===== config.mk =====
export PLATFORM = sky130hd
export DESIGN_NAME = controle_coprocessador_flat
export DESIGN_NICKNAME = d
export VERILOG_FILES = /design/src/rtl/controle_coprocessador_if.sv /design/src/rtl/controle_coprocessador.sv /design/src/flat_wrapper.sv
export SDC_FILE = /design/constraint.sdc
export NUM_CORES = 1
export LEC_CHECK = 0
export BUFFER_PORTS_ARGS = -buffer_cell sky130_fd_sc_hd__buf_2
export CORE_AREA = 2 2 473 475
export CTS_BUF_LIST = sky130_fd_sc_hd__clkbuf_4 sky130_fd_sc_hd__clkbuf_8
export DETAILED_ROUTE_END_ITERATION = 12
export DIE_AREA = 0 0 475 477
export SETUP_SLACK_MARGIN = 0.5
export SLEW_MARGIN = 20
export SYNTH_ARGS = -nofsm -noshare
export SYNTH_HDL_FRONTEND = slang
export SYNTH_SLANG_ARGS = --single-unit

===== constraint.sdc =====
create_clock -name clk -period 5.9 [get_ports clk]
set_input_delay 0.295 -clock clk [delete_from_list [all_inputs] [get_ports clk]]
set_output_delay 0.295 -clock clk [all_outputs]
set_load 0.01 [all_outputs]

===== src/rtl/controle_coprocessador_if.sv =====
// Host/unit-side bundle of the 5x5 int8 matrix coprocessor sequencer.
// master: host and operation units; slave: controle_coprocessador.
interface controle_coprocessador_if;
    localparam int unsigned MAT_W  = 200;
    localparam int unsigned OP_W   = 3;
    localparam int unsigned UNIT_N = 8;

    logic              cmd_valid;
    logic              cmd_ready;
    logic [OP_W-1:0]   cmd_op;
    logic [MAT_W-1:0]  matrizA_in;
    logic [MAT_W-1:0]  matrizB_in;
    logic [MAT_W-1:0]  op_matrizA;
    logic [MAT_W-1:0]  op_matrizB;
    logic [UNIT_N-1:0] start_op;
    logic [OP_W-1:0]   op_sel;
    logic [UNIT_N-1:0] done_op;
    logic [MAT_W-1:0]  result_in;
    logic [MAT_W-1:0]  result_out;
    logic              result_valid;
    logic              busy;
    logic              error;

    modport master (
        output cmd_valid, cmd_op, matrizA_in, matrizB_in, done_op, result_in,
        input  cmd_ready, op_matrizA, op_matrizB, start_op, op_sel,
               result_out, result_valid, busy, error
    );

    modport slave (
        input  cmd_valid, cmd_op, matrizA_in, matrizB_in, done_op, result_in,
        output cmd_ready, op_matrizA, op_matrizB, start_op, op_sel,
               result_out, result_valid, busy, error
    );
endinterface


===== src/rtl/controle_coprocessador.sv =====
// Sequencer for the 5x5 int8 matrix coprocessor: accepts one command, latches
// operands, runs exactly one operation unit, captures its result and reports
// done/error. Optional macro OP_TIMEOUT_EN aborts a handshaked unit that never
// answers within TIMEOUT cycles.
module controle_coprocessador #(
    parameter logic [7:0]  COMB_MASK = 8'h30,
    parameter int unsigned COMB_LAT  = 1,
    parameter int unsigned TIMEOUT   = 255
) (
    input  logic                    clk,
    input  logic                    reset_n,
    controle_coprocessador_if.slave bus
);
    localparam int unsigned MAT_W  = 200;
    localparam int unsigned OP_W   = 3;
    localparam int unsigned UNIT_N = 8;
    localparam int unsigned CNT_W  = 8;
    localparam logic [OP_W-1:0] OP_RESERVED = OP_W'(7);

    typedef enum logic [1:0] {
        ST_IDLE,
        ST_RUN,
        ST_CAPTURE,
        ST_FAULT
    } state_t;

    state_t             state_q, state_d;
    logic [CNT_W-1:0]   cnt_q, cnt_d;
    logic [OP_W-1:0]    op_q, op_d;
    logic [MAT_W-1:0]   a_q, a_d;
    logic [MAT_W-1:0]   b_q, b_d;
    logic [UNIT_N-1:0]  start_q, start_d;
    logic [MAT_W-1:0]   res_q, res_d;
    logic               rv_q, rv_d;
    logic               err_q, err_d;

    logic unit_comb;
    logic unit_done;
    logic comb_due;
    logic timeout_hit;

    // Per-unit completion conditions for the currently latched opcode
    assign unit_comb = COMB_MASK[op_q];
    assign unit_done = bus.done_op[op_q];
    assign comb_due  = (cnt_q == CNT_W'(COMB_LAT - 1));

`ifdef OP_TIMEOUT_EN
    assign timeout_hit = (cnt_q == CNT_W'(TIMEOUT - 1));
`else
    logic unused_timeout;
    assign timeout_hit    = 1'b0;
    assign unused_timeout = |CNT_W'(TIMEOUT);
`endif

    // State and output registers
    always_ff @(posedge clk) begin
        if (!reset_n) begin
            state_q <= ST_IDLE;
            cnt_q   <= '0;
            op_q    <= '0;
            a_q     <= '0;
            b_q     <= '0;
            start_q <= '0;
            res_q   <= '0;
            rv_q    <= 1'b0;
            err_q   <= 1'b0;
        end else begin
            state_q <= state_d;
            cnt_q   <= cnt_d;
            op_q    <= op_d;
            a_q     <= a_d;
            b_q     <= b_d;
            start_q <= start_d;
            res_q   <= res_d;
            rv_q    <= rv_d;
            err_q   <= err_d;
        end
    end

    // Next state plus next values of the registered outputs
    always_comb begin
        state_d = state_q;
        cnt_d   = cnt_q;
        op_d    = op_q;
        a_d     = a_q;
        b_d     = b_q;
        start_d = start_q;
        res_d   = res_q;
        rv_d    = 1'b0;
        err_d   = 1'b0;

        case (state_q)
            ST_IDLE: begin
                if (bus.cmd_valid) begin
                    op_d  = bus.cmd_op;
                    a_d   = bus.matrizA_in;
                    b_d   = bus.matrizB_in;
                    cnt_d = '0;
                    if (bus.cmd_op == OP_RESERVED) begin
                        state_d = ST_FAULT;
                        start_d = '0;
                        err_d   = 1'b1;
                    end else begin
                        state_d = ST_RUN;
                        start_d = UNIT_N'(1) << bus.cmd_op;
                    end
                end
            end

            ST_RUN: begin
                if (cnt_q != '1) begin
                    cnt_d = cnt_q + CNT_W'(1);
                end
                if (unit_comb ? comb_due : unit_done) begin
                    // Result is sampled while op_sel still steers the unit mux
                    state_d = ST_CAPTURE;
                    start_d = '0;
                    res_d   = bus.result_in;
                    rv_d    = 1'b1;
                end else if (!unit_comb && timeout_hit) begin
                    state_d = ST_FAULT;
                    start_d = '0;
                    err_d   = 1'b1;
                end
            end

            ST_CAPTURE: begin
                state_d = ST_IDLE;
            end

            ST_FAULT: begin
                state_d = ST_IDLE;
            end

            default: begin
                state_d = ST_IDLE;
                start_d = '0;
            end
        endcase
    end

    // Port drive; ready/busy are direct decodes of the state register
    assign bus.cmd_ready    = (state_q == ST_IDLE);
    assign bus.busy         = (state_q != ST_IDLE);
    assign bus.op_matrizA   = a_q;
    assign bus.op_matrizB   = b_q;
    assign bus.start_op     = start_q;
    assign bus.op_sel       = op_q;
    assign bus.result_out   = res_q;
    assign bus.result_valid = rv_q;
    assign bus.error        = err_q;

endmodule


===== src/flat_wrapper.sv =====
// flat-port wrapper written by rule: the top's interface ports become plain ports
module controle_coprocessador_flat 
#(
    parameter logic [7:0]  COMB_MASK = 8'h30,
    parameter int unsigned COMB_LAT  = 1,
    parameter int unsigned TIMEOUT   = 255
)
  (clk, reset_n, bus_cmd_valid, bus_cmd_op, bus_matrizA_in, bus_matrizB_in, bus_done_op, bus_result_in, bus_cmd_ready, bus_op_matrizA, bus_op_matrizB, bus_start_op, bus_op_sel, bus_result_out, bus_result_valid, bus_busy, bus_error);
  controle_coprocessador_if bus_i ();
  input  logic clk;
  input  logic reset_n;
  input wire logic [$bits(bus_i.cmd_valid)-1:0] bus_cmd_valid;
  input wire logic [$bits(bus_i.cmd_op)-1:0] bus_cmd_op;
  input wire logic [$bits(bus_i.matrizA_in)-1:0] bus_matrizA_in;
  input wire logic [$bits(bus_i.matrizB_in)-1:0] bus_matrizB_in;
  input wire logic [$bits(bus_i.done_op)-1:0] bus_done_op;
  input wire logic [$bits(bus_i.result_in)-1:0] bus_result_in;
  output wire logic [$bits(bus_i.cmd_ready)-1:0] bus_cmd_ready;
  output wire logic [$bits(bus_i.op_matrizA)-1:0] bus_op_matrizA;
  output wire logic [$bits(bus_i.op_matrizB)-1:0] bus_op_matrizB;
  output wire logic [$bits(bus_i.start_op)-1:0] bus_start_op;
  output wire logic [$bits(bus_i.op_sel)-1:0] bus_op_sel;
  output wire logic [$bits(bus_i.result_out)-1:0] bus_result_out;
  output wire logic [$bits(bus_i.result_valid)-1:0] bus_result_valid;
  output wire logic [$bits(bus_i.busy)-1:0] bus_busy;
  output wire logic [$bits(bus_i.error)-1:0] bus_error;
  assign bus_i.cmd_valid = bus_cmd_valid;
  assign bus_i.cmd_op = bus_cmd_op;
  assign bus_i.matrizA_in = bus_matrizA_in;
  assign bus_i.matrizB_in = bus_matrizB_in;
  assign bus_i.done_op = bus_done_op;
  assign bus_i.result_in = bus_result_in;
  assign bus_cmd_ready = bus_i.cmd_ready;
  assign bus_op_matrizA = bus_i.op_matrizA;
  assign bus_op_matrizB = bus_i.op_matrizB;
  assign bus_start_op = bus_i.start_op;
  assign bus_op_sel = bus_i.op_sel;
  assign bus_result_out = bus_i.result_out;
  assign bus_result_valid = bus_i.result_valid;
  assign bus_busy = bus_i.busy;
  assign bus_error = bus_i.error;
  controle_coprocessador #(.COMB_MASK(COMB_MASK), .COMB_LAT(COMB_LAT), .TIMEOUT(TIMEOUT)) u_core (.clk(clk), .reset_n(reset_n), .bus(bus_i));
endmodule

### Yosys cells after proc, flatten, opt, wreduce, memory -nomap -nowiden

Memories as Yosys holds them, arrays and structs flattened. A register that Yosys moved wholly into a read port is not among the register bits.
Cells that the tools add are included.

* bits in registers: 623
* bits in read-only memories: 8
* input bits: 614
* memories: 1

Memory list
* (no name shown): depth 8, bits a word 1, read ports 1, clocked after memory_dff 1, write ports 0, RTL line controle_coprocessador.sv:43 `assign unit_comb = COMB_MASK[op_q];`

* $add $sub $neg: 1
* magnitude comparators: 1
* equal/unequal tests: 8
* shift-type cells: 1
* multiplexer cells: 19
* reduce and logical (&&, ||, !) cells: 12

Operator list (count)
* 2-to-1 mux 8 bit: 5
* case mux 8 bit (2 select lines): 2
* AND reduction 3 bit: 3
* adder 8 x 1 -> 8 bit, second input constant: 1
* logical NOT 8 bit: 1
* inequality test 8 bit, second input constant: 1
* AND reduction 2 bit: 4
* << shifter 1 x 3 -> 8 bit, first input constant: 1
* 2-to-1 mux 2 bit: 3
* 2-to-1 mux 3 bit: 2
* case mux 2 bit (3 select lines): 1
* 2-to-1 mux 1 bit: 5
* equality test 2 bit, second input constant: 2
* less-than comparator 3 x 4 -> 1 bit, second input constant: 1
* inequality test 2 x 1 -> 1 bit, second input constant: 2
* nonzero test 2 bit: 2
* binary-select mux 1 bit (select 3 bit): 1
* equality test 3 bit, second input constant: 1
* equality test 2 x 1 -> 1 bit, second input constant: 1
* logical NOT 2 bit: 1
* inequality test 2 bit, second input constant: 1
* OR reduction 2 bit: 1

### Logic depth before layout (Yosys ltp)

* depth in word-level cells: 5
* gate-level depth with buffers: 9

### Worst setup path before layout

No wires, ideal clock.

* kind: register -> register
* start: reg u_core.cnt_q[0]
* end: reg u_core.res_q[0], in the netlist u_core.bus.result_out[0]
* setup time: 72 ps
* data arrival time: 2030 ps
* required time: 5828 ps
* slack: 3799 ps
* stages on the path, launching flop included: 10
* period minus slack after synthesis: 2101 ps
* cells stage by stage: dfxtp_1 > inv_1 > ha_1 > or4b_4 > nor4_4 > nand3_2 > o31ai_4 > buf_8 > buf_8 > mux2i_1

* word-level cells in the longest chain between the ends: 3

RTL lines
* start, declared: RTL line controle_coprocessador.sv:28 `logic [CNT_W-1:0] cnt_q, cnt_d;`
* start signal, assigned: RTL line controle_coprocessador.sv:69 `cnt_q <= cnt_d;`
* logical NOT 8 bit: RTL line controle_coprocessador.sv:45 `assign comb_due = (cnt_q == CNT_W'(COMB_LAT - 1));`
* 2-to-1 mux 1 bit: RTL line controle_coprocessador.sv:114 `if (unit_comb ? comb_due : unit_done) begin`
* AND reduction 2 bit (no line)
* end signal, assigned: RTL line controle_coprocessador.sv:74 `res_q <= res_d;`
* end, declared: RTL line controle_coprocessador.sv:33 `logic [MAT_W-1:0] res_q, res_d;`

No other way between the ends.
A chain may end at the register's enable or synchronous reset.

### Worst setup path after layout

* start: reg u_core.op_q[1], in the netlist u_core.bus.op_sel[1]
* end: reg u_core.res_q[179], in the netlist u_core.bus.result_out[179]

* word-level cells in the longest chain between the ends: 4

RTL lines
* start, declared: RTL line controle_coprocessador.sv:29 `logic [OP_W-1:0] op_q, op_d;`
* start signal, assigned: RTL line controle_coprocessador.sv:70 `op_q <= op_d;`
* binary-select mux 1 bit (select 3 bit): RTL line controle_coprocessador.sv:44 `assign unit_done = bus.done_op[op_q];`
* 2-to-1 mux 1 bit (implied by the code): RTL line controle_coprocessador.sv:44
* 2-to-1 mux 1 bit: RTL line controle_coprocessador.sv:114
* AND reduction 2 bit (no line)

No other way between the ends. The select of a mux whose other input is x is not followed.

==> flow_summary_export.csv <==
group,metric,value,unit
synth,synthTopCellsByArea,"dfxtp_1, nand2_1, a21oi_1, mux2i_1, clkbuf_1",
critical_path,worstPathMaxFanout,98,
pwr,switching_power,3.91,mW
global_route,grt_max_degree,185,
placed_design,portBuffers,1227,
timing,setup_tns,0,ns
timing,slew_violations,0,
finish,finalNonFillerCells,7763,
timing,skew,0.0338,ns
clocking,cts_inserted_buffers,134,
synth,synth_top_area_cell,"dfxtp_1",
synth,synth_cells,2764,
synth,ys_seq_area_frac,0.547,
min_path,min_path_type,"in -> reg",
timing,finalWorstSetupSlack,2.16,ns
flow_run,maxCapViolCount,0,
outcome,outcome,"completed",
timing,hold_violations,0,
synth,syn-mean-instance-area,8.25,um^2
min_path,hold_depth,4,
timing,setup_viol,0,
detailed_routing,wl_per_cell,23.0,um
clocking,htreeDepth,4,
clocking,cts_root_buffer,"clkbuf_8",
critical_path,reg2reg_to,"u_core.bus.result_out[179]",
synth,netlist.area_leader.share,0.547,
detailed_routing,num_vias,26600,
clocking,clk_pin_slew,0.07,ns
finish,syn_to_final_growth,83.9,%
floorplanning,die_area,0.227,mm^2
global_route,grt_pass1_vias,26600,
pwr,p_per_area,302,mW/mm^2
finish,postLayoutCellArea,0.0419,mm^2
clocking,insertion_delay,0.85,ns
floorplanning,die_w,475,um
timing,finalCritPeriodShare,0.634,
timing,period_needed,3.74,ns
global_route,grt.overflow.total,0,
critical_path,critPathRequiredTime,6.69,ns
pwr,internal_power,8.76,mW
pwr,clkPwrFrac,0.446,
critical_path,rr_worst_depth,7,
floorplanning,ios,1229,
detailed_routing,postRouteAntennaNets,0,
clocking,cts_sinks,623,
pwr,vdd_drop_max,0.190,mV
floorplanning,core_area,0.221,mm^2
finish,final_common_cell,"buf_2",
detailed_routing,drt_first_pass_iters,7,
floorplanning,fp-row-count,173,
synth,yosysWarnings,0,
min_path,hold_end,"u_core.bus.op_matrizA[194]",
synth,netlist_area,0.0228,mm^2
floorplanning,dieHeight,477,um
placed_design,place_area,0.0319,mm^2
timing,rsz0062_at_grt,"false",
timing,slew_headroom,0.263,
finish,layout_common_cells,"buf_2, nand2_1, dlygate4sd3_1",
placed_design,dp_hpwl,144000,um
global_route,track_usage,0.151,
critical_path,timing.critical_path.from_type,"flop",
pwr,p_sw_frac,0.308,
pwr,p_leak,18.3,nW
timing,clock.fmax,267,MHz
timing,worst_pin_slew,1.11,ns
placed_design,dp_worst_setup_slack,2.32,ns
detailed_routing,routed_wl,179000,um
clocking,cts_tree,"yes",
placed_design,gp_congestion,0.920,
detailed_routing,route.detailed.drc,0,
floorplanning,start_util,0.103,
critical_path,worst_ep_arrival_time,4.53,ns
min_path,hold_path_startpoint,"bus_matrizA_in[194]",
synth,synthesis.nets,3380,
finish,final_nets,5220,
pwr,pwr-share-seq,0.370,
synth,ys_seq_elements,623,
global_route,antenna_found_initial,134,
synth,ys_types,38,
clocking,cts_max_path_buffers,3,
global_route,grt_pass1_wl,229000,um
pwr,power_frac_comb,0.185,
detailed_routing,drt-initial-drc-count,1240,
placed_design,place_inst,6776,
critical_path,reg2reg_from,"u_core.bus.op_sel[1]",
critical_path,cp-end-kind,"flop",
critical_path,r2r_setup_slack,2.16,ns
clocking,cts_resized,0,
finish,drive_above_1_share,0.318,
critical_path,crit_type,"reg -> reg",
detailed_routing,viasPerCell,3.43,
area by class of cell:
class                           count  area [um^2]
Clock inverter                     40          604
Antenna cell                       78          195
Sequential cell                   623        12500
Fill cell                       24800       180000
Inverter                            4         22.5
Timing Repair Buffer             1915        13100
Clock buffer                      202         2520
Tap cell                         2975         3720
Multi-Input combinational cell   1926         9280
synth_stat cells:
cell type	instances
o21ai_0	7
nor3_1	1
a21boi_0	1
nand4_1	3
inv_1	3
conb_1	1
buf_4	3
or2_2	1
or3_1	1
a211oi_1	2
xnor2_1	6
o21ai_1	1
or4b_4	1
ha_1	2
buf_8	20
nand2b_1	1
dfxtp_1	623
nand3_2	1
clkbuf_1	186
buf_1	1
o31ai_4	1
a21oi_1	423
nand4b_1	1
or3b_2	1
a21o_1	1
mux2i_1	204
buf_2	1
and3_1	1
nor4_4	1
nand3_1	26
inv_2	1
and2_1	2
nor3b_1	7
o211ai_1	2
nand3b_1	3
nand2_1	1213
nor2_1	9
nor2b_1	2
critical path, cell delays in order, from the launching register on:
cell and delay (ns):
dfxtp_1 0.48, mux2i_1 0.14, nand3b_1 0.10, nand4_1 0.45, o31ai_4 0.98, buf_12 0.49
mux2i_1 0.27, dlygate4sd3_1 0.57
worst max-delay path by stage:
stage | from | end | slack (ns) | cells past startpoint
after floorplan | u_core.cnt_q[0] | u_core.bus.result_out[0] | 3.80 | 9
after global placement | u_core.bus.op_sel[1] | u_core.bus.result_out[93] | 2.36 | 7
after detailed placement | u_core.bus.op_sel[1] | u_core.bus.result_out[87] | 2.32 | 7
after CTS | u_core.bus.op_sel[1] | u_core.bus.result_out[182] | 2.19 | 7
after global routing | u_core.bus.op_sel[1] | u_core.bus.result_out[20] | 1.99 | 7
final | u_core.bus.op_sel[1] | u_core.bus.result_out[179] | 2.16 | 7
sequential cells by signal (all words and copies together) (netlist names):
| register | count |
|---|---|
| u_core.bus.error | 1 |
| u_core.bus.op_matrizA | 200 |
| u_core.bus.op_matrizB | 200 |
| u_core.bus.op_sel | 3 |
| u_core.bus.result_out | 200 |
| u_core.bus.result_valid | 1 |
| u_core.bus.start_op | 7 |
| u_core.cnt_q | 8 |
| u_core.state_q | 2 |
| u_core.unit_comb | 1 |
logic make-up after synthesis:
logic type | Yosys count | share of synthesized area
AND/OR/NAND/NOR | 1275 | 0.216
flip-flops | 623 | 0.547
AO/OA/AOI/OAI | 438 | 0.0976
buffers and inverters | 215 | 0.0458
multiplexers | 204 | 0.0896
XOR/XNOR | 6 | 0.00231
adder cells (fa/ha/maj) | 2 | 0.00110
other | 1 | 0.000165
through the flow:
step           hold WS (ns)  power [mW]   util
4_1_cts              0.0404        13.0  0.188
3_3_place_gp          0.438        6.72  0.144
5_1_grt              0.0956        13.3  0.189
3_5_place_dp          0.443        6.72  0.144
2_1_floorplan         0.431        5.64      -
6_report              0.220        12.7  0.189
layer usage:
layer / global-route usage / vias up / wire length, um
li1: - / 12700 / -
met1: 0.123 / 12200 / 52700
met2: 0.256 / 1326 / 84600
met3: 0.113 / 409 / 29900
met4: 0.0893 / 34 / 11300
met5: 0 / - / 215
power groups by stage:
stage	Clock, mW	Sequential, mW	Combinational (mW)
detailed placement	0	4.76	1.96
global placement	0	4.75	1.96
global route	6.04	4.71	2.56
floorplan	0	4.89	0.749
CTS	5.90	4.68	2.40
finish	5.65	4.68	2.34
timing repair:
item                      CTS  global route
buffers inserted            0             0
hold endpoints to repair  613             0
hold buffers              667             0
Power figures use the tool's default switching activity.
